==> src/rtl/aximm_rand_arb.sv <==
// Round-robin sequencer sharing one LFSR generator between the write-data
// generator (wr) and the read-data checker (rd); streams seeded words over valid/ready.
module aximm_rand_arb #(
    parameter int LEADER_MODE = 1,
    localparam int W = 40 * LEADER_MODE
) (
    input  logic         clk,
    input  logic         rst_n,
    input  logic         wr_req,
    input  logic [W-1:0] wr_seed,
    input  logic [7:0]   wr_len,
    input  logic         wr_ready,
    input  logic         rd_req,
    input  logic [W-1:0] rd_seed,
    input  logic [7:0]   rd_len,
    input  logic         rd_ready,
    input  logic [W-1:0] lfsr_dout,
    output logic         lfsr_ena,
    output logic [W-1:0] lfsr_seed,
    output logic         wr_gnt,
    output logic         rd_gnt,
    output logic         wr_valid,
    output logic         rd_valid,
    output logic [W-1:0] rand_data,
    output logic         wr_done,
    output logic         rd_done,
    output logic         busy
);

    typedef enum logic [1:0] {
        IDLE   = 2'd0,
        LOAD   = 2'd1,
        STREAM = 2'd2
    } state_e;

    state_e       state_q;
    logic [W-1:0] seed_q;
    logic [7:0]   cnt_q;
    logic [1:0]   gnt_q;      // bit 0 = wr, bit 1 = rd
    logic [1:0]   done_q;
    logic         last_rd_q;  // 1 when rd was the last requester served

    logic pick_rd_d;
    logic sel_ready;
    logic in_stream;
    logic stall;

    // On a tie the requester that was not served last wins.
    assign pick_rd_d = rd_req & (~wr_req | ~last_rd_q);

    assign sel_ready = gnt_q[0] ? wr_ready : rd_ready;
    assign in_stream = (state_q == STREAM);
    assign stall     = in_stream & ~sel_ready;

    // A stall reloads the word on display so the generator does not advance.
    assign lfsr_ena  = (state_q == LOAD) | stall;
    assign lfsr_seed = (state_q == LOAD) ? seed_q :
                       stall             ? lfsr_dout : '0;

    assign wr_gnt    = gnt_q[0];
    assign rd_gnt    = gnt_q[1];
    assign wr_valid  = in_stream & gnt_q[0];
    assign rd_valid  = in_stream & gnt_q[1];
    assign rand_data = lfsr_dout;
    assign wr_done   = done_q[0];
    assign rd_done   = done_q[1];
    assign busy      = (state_q != IDLE);

    always_ff @(posedge clk or negedge rst_n) begin
        if (!rst_n) begin
            state_q   <= IDLE;
            seed_q    <= '0;
            cnt_q     <= '0;
            gnt_q     <= '0;
            done_q    <= '0;
            last_rd_q <= 1'b1;
        end else begin
            done_q <= '0;
            case (state_q)
                IDLE: begin
                    if (wr_req | rd_req) begin
                        gnt_q   <= pick_rd_d ? 2'b10 : 2'b01;
                        seed_q  <= pick_rd_d ? rd_seed : wr_seed;
                        cnt_q   <= pick_rd_d ? rd_len : wr_len;
                        state_q <= LOAD;
                    end
                end
                LOAD: begin
                    state_q <= STREAM;
                end
                STREAM: begin
                    if (sel_ready) begin
                        if (cnt_q == 8'd0) begin
                            done_q    <= gnt_q;
                            last_rd_q <= gnt_q[1];
                            gnt_q     <= '0;
                            state_q   <= IDLE;
                        end else begin
                            cnt_q <= cnt_q - 8'd1;
                        end
                    end
                end
                default: begin
                    state_q <= IDLE;
                end
            endcase
        end
    end

endmodule

==> config.mk <==
export PLATFORM = sky130hd
export DESIGN_NAME = aximm_rand_arb
export DESIGN_NICKNAME = d
export VERILOG_FILES = /design/src/rtl/aximm_rand_arb.sv
export SDC_FILE = /design/constraint.sdc
export NUM_CORES = 1
export LEC_CHECK = 0
export ABC_CLOCK_PERIOD_IN_PS = 1600
export BUFFER_PORTS_ARGS = -buffer_cell sky130_fd_sc_hd__buf_4
export CAP_MARGIN = 15
export CORE_MARGIN = 1.5
export CORE_UTILIZATION = 39
export CTS_CLUSTER_DIAMETER = 60
export DETAILED_ROUTE_END_ITERATION = 6
export PLACE_DENSITY = 0.78
export SYNTH_ARGS = -nofsm -noshare
export SYNTH_HDL_FRONTEND = slang
export SYNTH_SLANG_ARGS = --single-unit
==> constraint.sdc <==
create_clock -name clk -period 1.6 [get_ports clk]
set_input_delay 0.16 -clock clk [delete_from_list [all_inputs] [get_ports clk]]
set_output_delay 0.16 -clock clk [all_outputs]
set_load 0.01 [all_outputs]
### After elaboration in Yosys (flattened, before gate mapping)

Cells that the tools add are included.

* logic and storage cells: 51
* bits in registers: 55

* $add $sub $neg: 1
* mux-type cells: 19
* equal/unequal tests: 6
* bitwise gates (word level): 10
* reduce and logical (&&, ||, !) cells: 9

Operators by type and width (count)
* two-way mux 40 bit: 3
* two-way mux 8 bit: 4
* two-way mux 2 bit: 8
* case mux 8 bit (2 select lines): 1
* zero test 8 bit: 1
* AND reduction 4 bit: 2
* subtractor 8 x 1 -> 8 bit, second input constant: 1
* != test 2 bit, second input constant: 3
* case mux 2 bit (3 select lines): 1
* AND reduction 3 bit: 2
* bitwise AND 1 bit: 4
* case mux 2 bit (2 select lines): 1
* nonzero test 2 bit: 2
* inverter 1 bit: 3
* OR 1 bit: 3
* equality test 2 x 1 -> 1 bit, second input constant: 1
* equality test 2 bit, second input constant: 1
* zero test 2 bit: 1
* != test 2 x 1 -> 1 bit, second input constant: 1
* AND reduction 2 bit: 1
* two-way mux 1 bit: 1

### Logic depth before layout (Yosys ltp)

Gate-level depths: netlist of the first run.

* word-level depth: 6
* mapped depth: 7
* depth with buffers taken out: 6

### Worst setup path after synthesis of the first run

No wires, ideal clock.

* path type: reg-to-reg
* start: register gnt_q[0]
* end: register cnt_q[2]
* stages on the path, launching flop included: 5
* arrival: 1.490 ns
* data required time: 1.479 ns
* library setup time: 0.121 ns
* slack: -0.011 ns
* cell sequence: dfrtp_1 > mux2_2 > a22oi_1 > nor3_1 > o22a_1

* word-level cells in the longest chain between the ends: 3

RTL lines
* start: declaration: line 39 `logic [1:0] gnt_q;`
* start signal: assignment: line 82 `gnt_q <= pick_rd_d ? 2'b10 : 2'b01;`
* two-way mux 1 bit: line 51 `assign sel_ready = gnt_q[0] ? wr_ready : rd_ready;`
* != test 2 bit (no line)
* AND reduction 4 bit (no line)
* end signal: assignment: line 84 `cnt_q <= pick_rd_d ? rd_len : wr_len;`
* end signal: assignment: line 99 `cnt_q <= cnt_q - 8'd1;`
* end: declaration: line 38 `logic [7:0] cnt_q;`

No other way between the ends.
A chain may end at the register's enable or synchronous reset.

### Final worst setup path of the first run

* start: register gnt_q[0]
* end: output port lfsr_seed[12]

* word-level cells in the longest chain between the ends: 5

RTL lines
* two-way mux 1 bit: line 51
* inverter 1 bit: line 53 `assign stall = in_stream & ~sel_ready;`
* bitwise AND 1 bit: line 53
* two-way mux 40 bit: line 58 `stall ? lfsr_dout : '0;`
* two-way mux 40 bit: line 57 `assign lfsr_seed = (state_q == LOAD) ? seed_q :`
* end: declaration: line 19 `output logic [W-1:0] lfsr_seed,`

No other way between the ends.

==> impl_metrics.env, run 1 <==
export IMPL_numCtsBuffers=5
export IMPL_diodes=0
export IMPL_min_period_over_period=1.15
export IMPL_die_y_um=97.9
export IMPL_post_place_ws_ns=-0.117
export IMPL_p_per_area_nw_per_um2=1590
export IMPL_start_util=0.403
export IMPL_layout_nets=708
export IMPL_avgSynthCellArea_um2=9.49
export IMPL_grt_pass1_vias=3449
export IMPL_worst_pin_slew_ns=0.685
export IMPL_drtIter0Drc=124
export IMPL_synth_most_common_cell="dfrtp_1"
export IMPL_max_freq_ghz=0.542
export IMPL_violations="setup timing"
export IMPL_hold_violations=0
export IMPL_crit_path_end_kind="output pin"
export IMPL_tns_ns=-9.07
export IMPL_rsz0062_at_grt="yes"
export IMPL_synthToLayoutAreaGrowth_pct=55.1
export IMPL_drive_above_1_share=0.512
export IMPL_drt_total_wl_um=10200
export IMPL_ff2ff_path_depth=7
export IMPL_fin_crit_ns=1.85
export IMPL_clk_path_buf_depth=2
export IMPL_grt_max_degree=56
export IMPL_dp_hpwl_um=8000
export IMPL_hp_class="in2reg"
export IMPL_worstSetupPathType="reg2out"
export IMPL_grt_total_usage=0.205
export IMPL_overflow=0
export IMPL_rows=34
export IMPL_numPortBuffers=229
export IMPL_clk_latency_ns=0.30
export IMPL_ys_top_cells_by_count="dfrtp_1, a21oi_1, nor2_1"
export IMPL_fin_ws_ns=-0.245
export IMPL_die_w_um=97.9
export IMPL_ys_ff_latch=55
export IMPL_wl_per_cell_um=15.1
export IMPL_min_to="done_q[0]$_DFF_PN0_"
export IMPL_start_kind="flop"
export IMPL_antenna_left=0
export IMPL_synth_warnings=0
export IMPL_async_flop_share=1.00
export IMPL_dr_pass1_iters=4
export IMPL_r2r_slack_ns=-0.09
export IMPL_seq_area_frac_synth=0.392
export IMPL_die_area_um2=9580
export IMPL_status="complete, but fails checks"
export IMPL_antenna_found_initial=0
export IMPL_skew_ns=0.0122
export IMPL_root_buffer="clkbuf_8"
export IMPL_p_leak_nw=2.74
export IMPL_cts_tree="yes"
export IMPL_rr_startpoint="gnt_q[0]$_DFFE_PN0P_"
export IMPL_path_clk_slew_ns=0.10
export IMPL_synthCells=370
export IMPL_ys_dominant_reg_cell="dfrtp_1"
export IMPL_synth_area_leaders="dfrtp_1, mux2i_1, a22o_1, buf_4, a21oi_1"
export IMPL_grt_pass1_wl_um=16300
export IMPL_core_area_um2=8720
export IMPL_synth_top_area_share=0.385
export IMPL_drc=0
export IMPL_reg2reg_to="cnt_q[2]$_DFFE_PN0P_"
export IMPL_place_congestion=0.866
export IMPL_cp_max_fo=32
export IMPL_synth_fp_nets=514
export IMPL_yosysTopAreaCell="dfrtp_1"
export IMPL_pin_count=230
export IMPL_cts_max_level=2
export IMPL_cts_sinks=55
export IMPL_peakVddDrop_v=0.000748
export IMPL_finalSetupViolations=44
export IMPL_viasPerCell=5.13
export IMPL_min_path_cells=2
export IMPL_arrival_ns=1.69
export IMPL_slew_violations=0
export IMPL_num_vias=3451
export IMPL_syn_area_um2=3510
export IMPL_critical_path_startpoint="gnt_q[0]$_DFFE_PN0P_"
export IMPL_finalPower_w=0.00868
export IMPL_hold_start="wr_ready"
export IMPL_critPathRequiredTime_ns=1.44
export IMPL_synth_edf_count=0
export IMPL_slew_headroom=0.544
export IMPL_synth_cell_types=36
export IMPL_cap_viol_max_count=0
-- placed cells by master, fill, tap and decap left out, types with 3 or more instances in the layout --
cell type / count
buf_6: 4
o21ai_1: 5
a22o_1: 40
clkbuf_8: 7
mux2i_1: 46
nor3_1: 4
a21o_1: 3
nor2_1: 46
inv_1: 4
and2_1: 3
buf_12: 8
mux2_2: 3
o21ai_0: 3
dfrtp_1: 52
buf_4: 242
a21oi_1: 49
-- sequential cells by signal, summed over array words and instances (netlist names) --
signal and count:
state_q 2, done_q 2, last_rd_q 1, seed_q 40, cnt_q 8, gnt_q 2
-- stage by stage --
stage | instance area (µm²) | hold WS (ns) | cells | util
after floorplan | 3520 | -0.136 | 370 | -
after global placement | 5220 | 0.236 | 661 | 0.598
after detailed placement | 5220 | 0.252 | 661 | 0.598
after CTS | 5370 | 0.115 | 672 | 0.616
after global routing | 5450 | 0.115 | 673 | 0.625
final | 5450 | 0.128 | 673 | 0.625
-- routing by layer --
layer | GRT usage | wire length, µm | vias up | part of all wire
met5 | 0 | 0 | - | 0
met4 | 0.0352 | 97 | 0 | 0.0095
met3 | 0.0387 | 708 | 10 | 0.070
met2 | 0.387 | 5520 | 156 | 0.54
met1 | 0.243 | 3840 | 1598 | 0.38
li1 | - | - | 1687 | -
-- cells by family after synthesis --
logic type,Yosys count,synth area share
AND/OR/NAND/NOR,72,0.0958
flip-flops,55,0.392
AO/OA/AOI/OAI,119,0.231
buffers and inverters,72,0.130
adder cells (fa/ha/maj),2,0.00712
multiplexers,50,0.144
-- worst max path at each step --
stage	to	slack (ns)
after floorplan	cnt_q[2]$_DFFE_PN0P_	0.02
after global placement	cnt_q[2]$_DFFE_PN0P_	-0.005
after detailed placement	cnt_q[2]$_DFFE_PN0P_	-0.12
after CTS	lfsr_seed[2]	-0.27
after global routing	lfsr_seed[24]	-0.33
final	lfsr_seed[12]	-0.25
-- timing repair --
action,4_1_cts,5_1_grt
endpoints found under the hold margin,54,0
hold buffers,1,0
pin swaps,2,6
setup buffers,2,1
endpoints found under the setup margin,49,50
gates resized for setup,6,21
-- where the power goes --
| part | leakage (nW) | switching [W] | total, W | internal [W] |
|---|---|---|---|---|
| clock | 0.0505 | 0.000442 | 0.000837 | 0.000395 |
| combinational | 2.07 | 0.00253 | 0.00527 | 0.00274 |
| sequential | 0.616 | 0.000506 | 0.00257 | 0.00207 |
-- final cells by class --
| cell class | count | area [µm²] |
|---|---|---|
| fill | 710 | 3270 |
| timing repair buffer | 255 | 2030 |
| multi-input combinational | 243 | 1780 |
| sequential | 55 | 1380 |
| tap | 108 | 135 |
| clock buffer | 7 | 96.3 |
| inverter | 4 | 15.0 |
| clock inverter | 1 | 7.51 |
-- critical path, cell delays in order (launching register included) --
cell and delay, ns:
dfrtp_1 0.41, mux2_4 0.34, nor2_4 0.14, buf_12 0.19, a22o_1 0.17, buf_4 0.12
Note: power is estimated with default switching activity, not from simulation.
==> run 2, diff against run 1 <==
--- a/config.mk
+++ b/config.mk
@@ -12,7 +12,8 @@
 export CORE_UTILIZATION = 39
 export CTS_CLUSTER_DIAMETER = 60
 export DETAILED_ROUTE_END_ITERATION = 6
-export PLACE_DENSITY = 0.78
+export PLACE_DENSITY = 0.88
+export REMOVE_ABC_BUFFERS = 1
 export SYNTH_ARGS = -nofsm -noshare
 export SYNTH_HDL_FRONTEND = slang
 export SYNTH_SLANG_ARGS = --single-unit
==> run 2 against run 1 <==
  * Cell area increased by 0.85%
  * Total power up 0.82%
  * Routed wire length up 9.0%
  * Combinational power increased by 3%
  * Non-clock buffer count is 7 higher
  * First-iteration DRC count shrank 31%
  * Critical path type unchanged
  * Fmax up 0.17%
  * Worst hold slack improved by 0.012 ns
  * Clock power decreased by 11%
  * Clock skew decreased by 0.0064 ns
  * Via count grew 3.7%
  * The flow still finishes with violations (setup timing)
  * Core utilization increased by 0.53 points
==> impl_metrics.env, run 2 (synthesis gave the netlist of run 1 again) <==
export IMPL_use_met1=0.246
export IMPL_worstSetupPathType="reg2out"
export IMPL_wl_per_cell_um=16.3
export IMPL_peakVddDrop_v=0.00113
export IMPL_hp_class="in2reg"
export IMPL_diodes=0
export IMPL_start_util=0.403
export IMPL_rsz0062_at_grt="yes"
export IMPL_layout_commonest_cell="buf_4"
export IMPL_layout_nets=715
export IMPL_cts_sinks=55
export IMPL_numCtsBuffers=5
export IMPL_reg_largest_list="seed_q (40), cnt_q (8)"
export IMPL_violations="setup timing"
export IMPL_die_y_um=97.9
export IMPL_crit_path_end_kind="output pin"
export IMPL_clk_latency_ns=0.30
export IMPL_skew_ns=0.00574
export IMPL_die_area_um2=9580
export IMPL_hold_violations=0
export IMPL_grt_pass1_wl_um=16900
export IMPL_place_congestion=0.892
export IMPL_num_vias=3578
export IMPL_slew_headroom=0.539
export IMPL_most_common_layout_cells="buf_4, dfrtp_1, a21oi_1"
export IMPL_multi_input_area_um2=1780
export IMPL_drtIter0Drc=85
export IMPL_largest_reg_flops=40
export IMPL_grt_max_degree=56
export IMPL_grtUsageMet3=0.0394
export IMPL_overflow=0
export IMPL_antenna_found_initial=0
export IMPL_grtUsageMet2=0.427
export IMPL_top_usage_layer="met2"
export IMPL_grt_pass1_vias=3473
export IMPL_cap_viol_max_count=0
export IMPL_drive_above_1_share=0.516
export IMPL_pin_count=230
export IMPL_top_register="seed_q"
export IMPL_min_period_over_period=1.15
export IMPL_synthToLayoutAreaGrowth_pct=56.5
export IMPL_critPathRequiredTime_ns=1.44
export IMPL_cp_max_fo=30
export IMPL_drt_total_wl_um=11100
export IMPL_antenna_left=0
export IMPL_clk_path_buf_depth=2
export IMPL_slew_violations=0
export IMPL_numPortBuffers=229
export IMPL_finalSetupViolations=43
export IMPL_whs_ns=0.140
export IMPL_max_freq_ghz=0.543
export IMPL_grt_total_usage=0.217
export IMPL_cts_max_level=2
export IMPL_fin_ws_ns=-0.242
export IMPL_viasPerCell=5.26
export IMPL_crit_chain="mux2_4, nor2_4, buf_12, a22o_1, buf_4"
export IMPL_fin_crit_ns=1.84
export IMPL_path_clk_slew_ns=0.10
export IMPL_fillers=715
export IMPL_p_per_area_nw_per_um2=1590
export IMPL_cp_slowest_stage_delay_ns=0.41
export IMPL_dr_pass1_iters=4
export IMPL_status="complete, but fails checks"
export IMPL_finalPower_w=0.00875
export IMPL_worst_pin_slew_ns=0.691
export IMPL_dp_hpwl_um=8430
export IMPL_crit_family="flip-flops"
export IMPL_p_leak_nw=2.77
export IMPL_crit_buf_inv=2
export IMPL_cts_tree="yes"
export IMPL_cpMaxStageDelayCell="dfrtp_1"
export IMPL_core_area_um2=8720
export IMPL_rows=34
export IMPL_seq_area_um2=1380
export IMPL_drc=0
export IMPL_root_buffer="clkbuf_8"
export IMPL_start_kind="flop"
export IMPL_die_w_um=97.9
export IMPL_tns_ns=-7.94
export IMPL_arrival_ns=1.68
run 2: cell type report:
| cell class | count | share of cell area |
|---|---|---|
| Clock inverter | 2 | 0.00250 |
| Multi-Input combinational cell | 243 | 0.325 |
| Inverter | 4 | 0.00273 |
| Sequential cell | 55 | 0.251 |
| Tap cell | 108 | 0.0246 |
| Clock buffer | 6 | 0.0132 |
| Timing Repair Buffer | 262 | 0.382 |
run 2: per-stage QoR:
stage / utilization / instances / setup WS [ns] / cell area [µm²]
floorplan: - / 302 / -1.60 / 3070
global placement: 0.592 / 658 / 0.0600 / 5170
detailed placement: 0.592 / 658 / -0.116 / 5170
CTS: 0.609 / 669 / -0.253 / 5310
global route: 0.630 / 680 / -0.322 / 5500
finish: 0.630 / 680 / -0.242 / 5500
run 2: worst paths after layout:
path / start / endpoint / slack, ns / cells after the start
max: gnt_q[0]$_DFFE_PN0P_ / lfsr_seed[22] / -0.24 / 5
min: wr_ready / done_q[0]$_DFF_PN0_ / 0.14 / 2
max reg2reg: cnt_q[0]$_DFFE_PN0P_ / cnt_q[7]$_DFFE_PN0P_ / -0.07 / 7
min reg2reg: seed_q[21]$_DFFE_PN0P_ / seed_q[21]$_DFFE_PN0P_ / 0.53 / 2
max in group asynchronous: rst_n / seed_q[38]$_DFFE_PN0P_ / 0.71 / 2
min in group asynchronous: rst_n / seed_q[2]$_DFFE_PN0P_ / 0.42 / 2
run 2: report_power, final:
part | internal, W | switching, W | total, W
sequential | 0.00206 | 0.000496 | 0.00256
clock | 0.000310 | 0.000435 | 0.000746
combinational | 0.00283 | 0.00262 | 0.00545
total | 0.00520 | 0.00356 | 0.00875
run 2: repair_timing:
action	CTS	global route
setup buffers	2	10
cloned	0	1
setup endpoints to repair	50	88
hold buffers	1	0
hold endpoints to repair	54	0
resized for setup	8	19
pin swaps	3	3
run 2: layer usage:
metal	vias up	part of all wire
met5	-	0
met4	0	0.0052
li1	1707	-
met3	10	0.059
met1	1724	0.37
met2	137	0.57
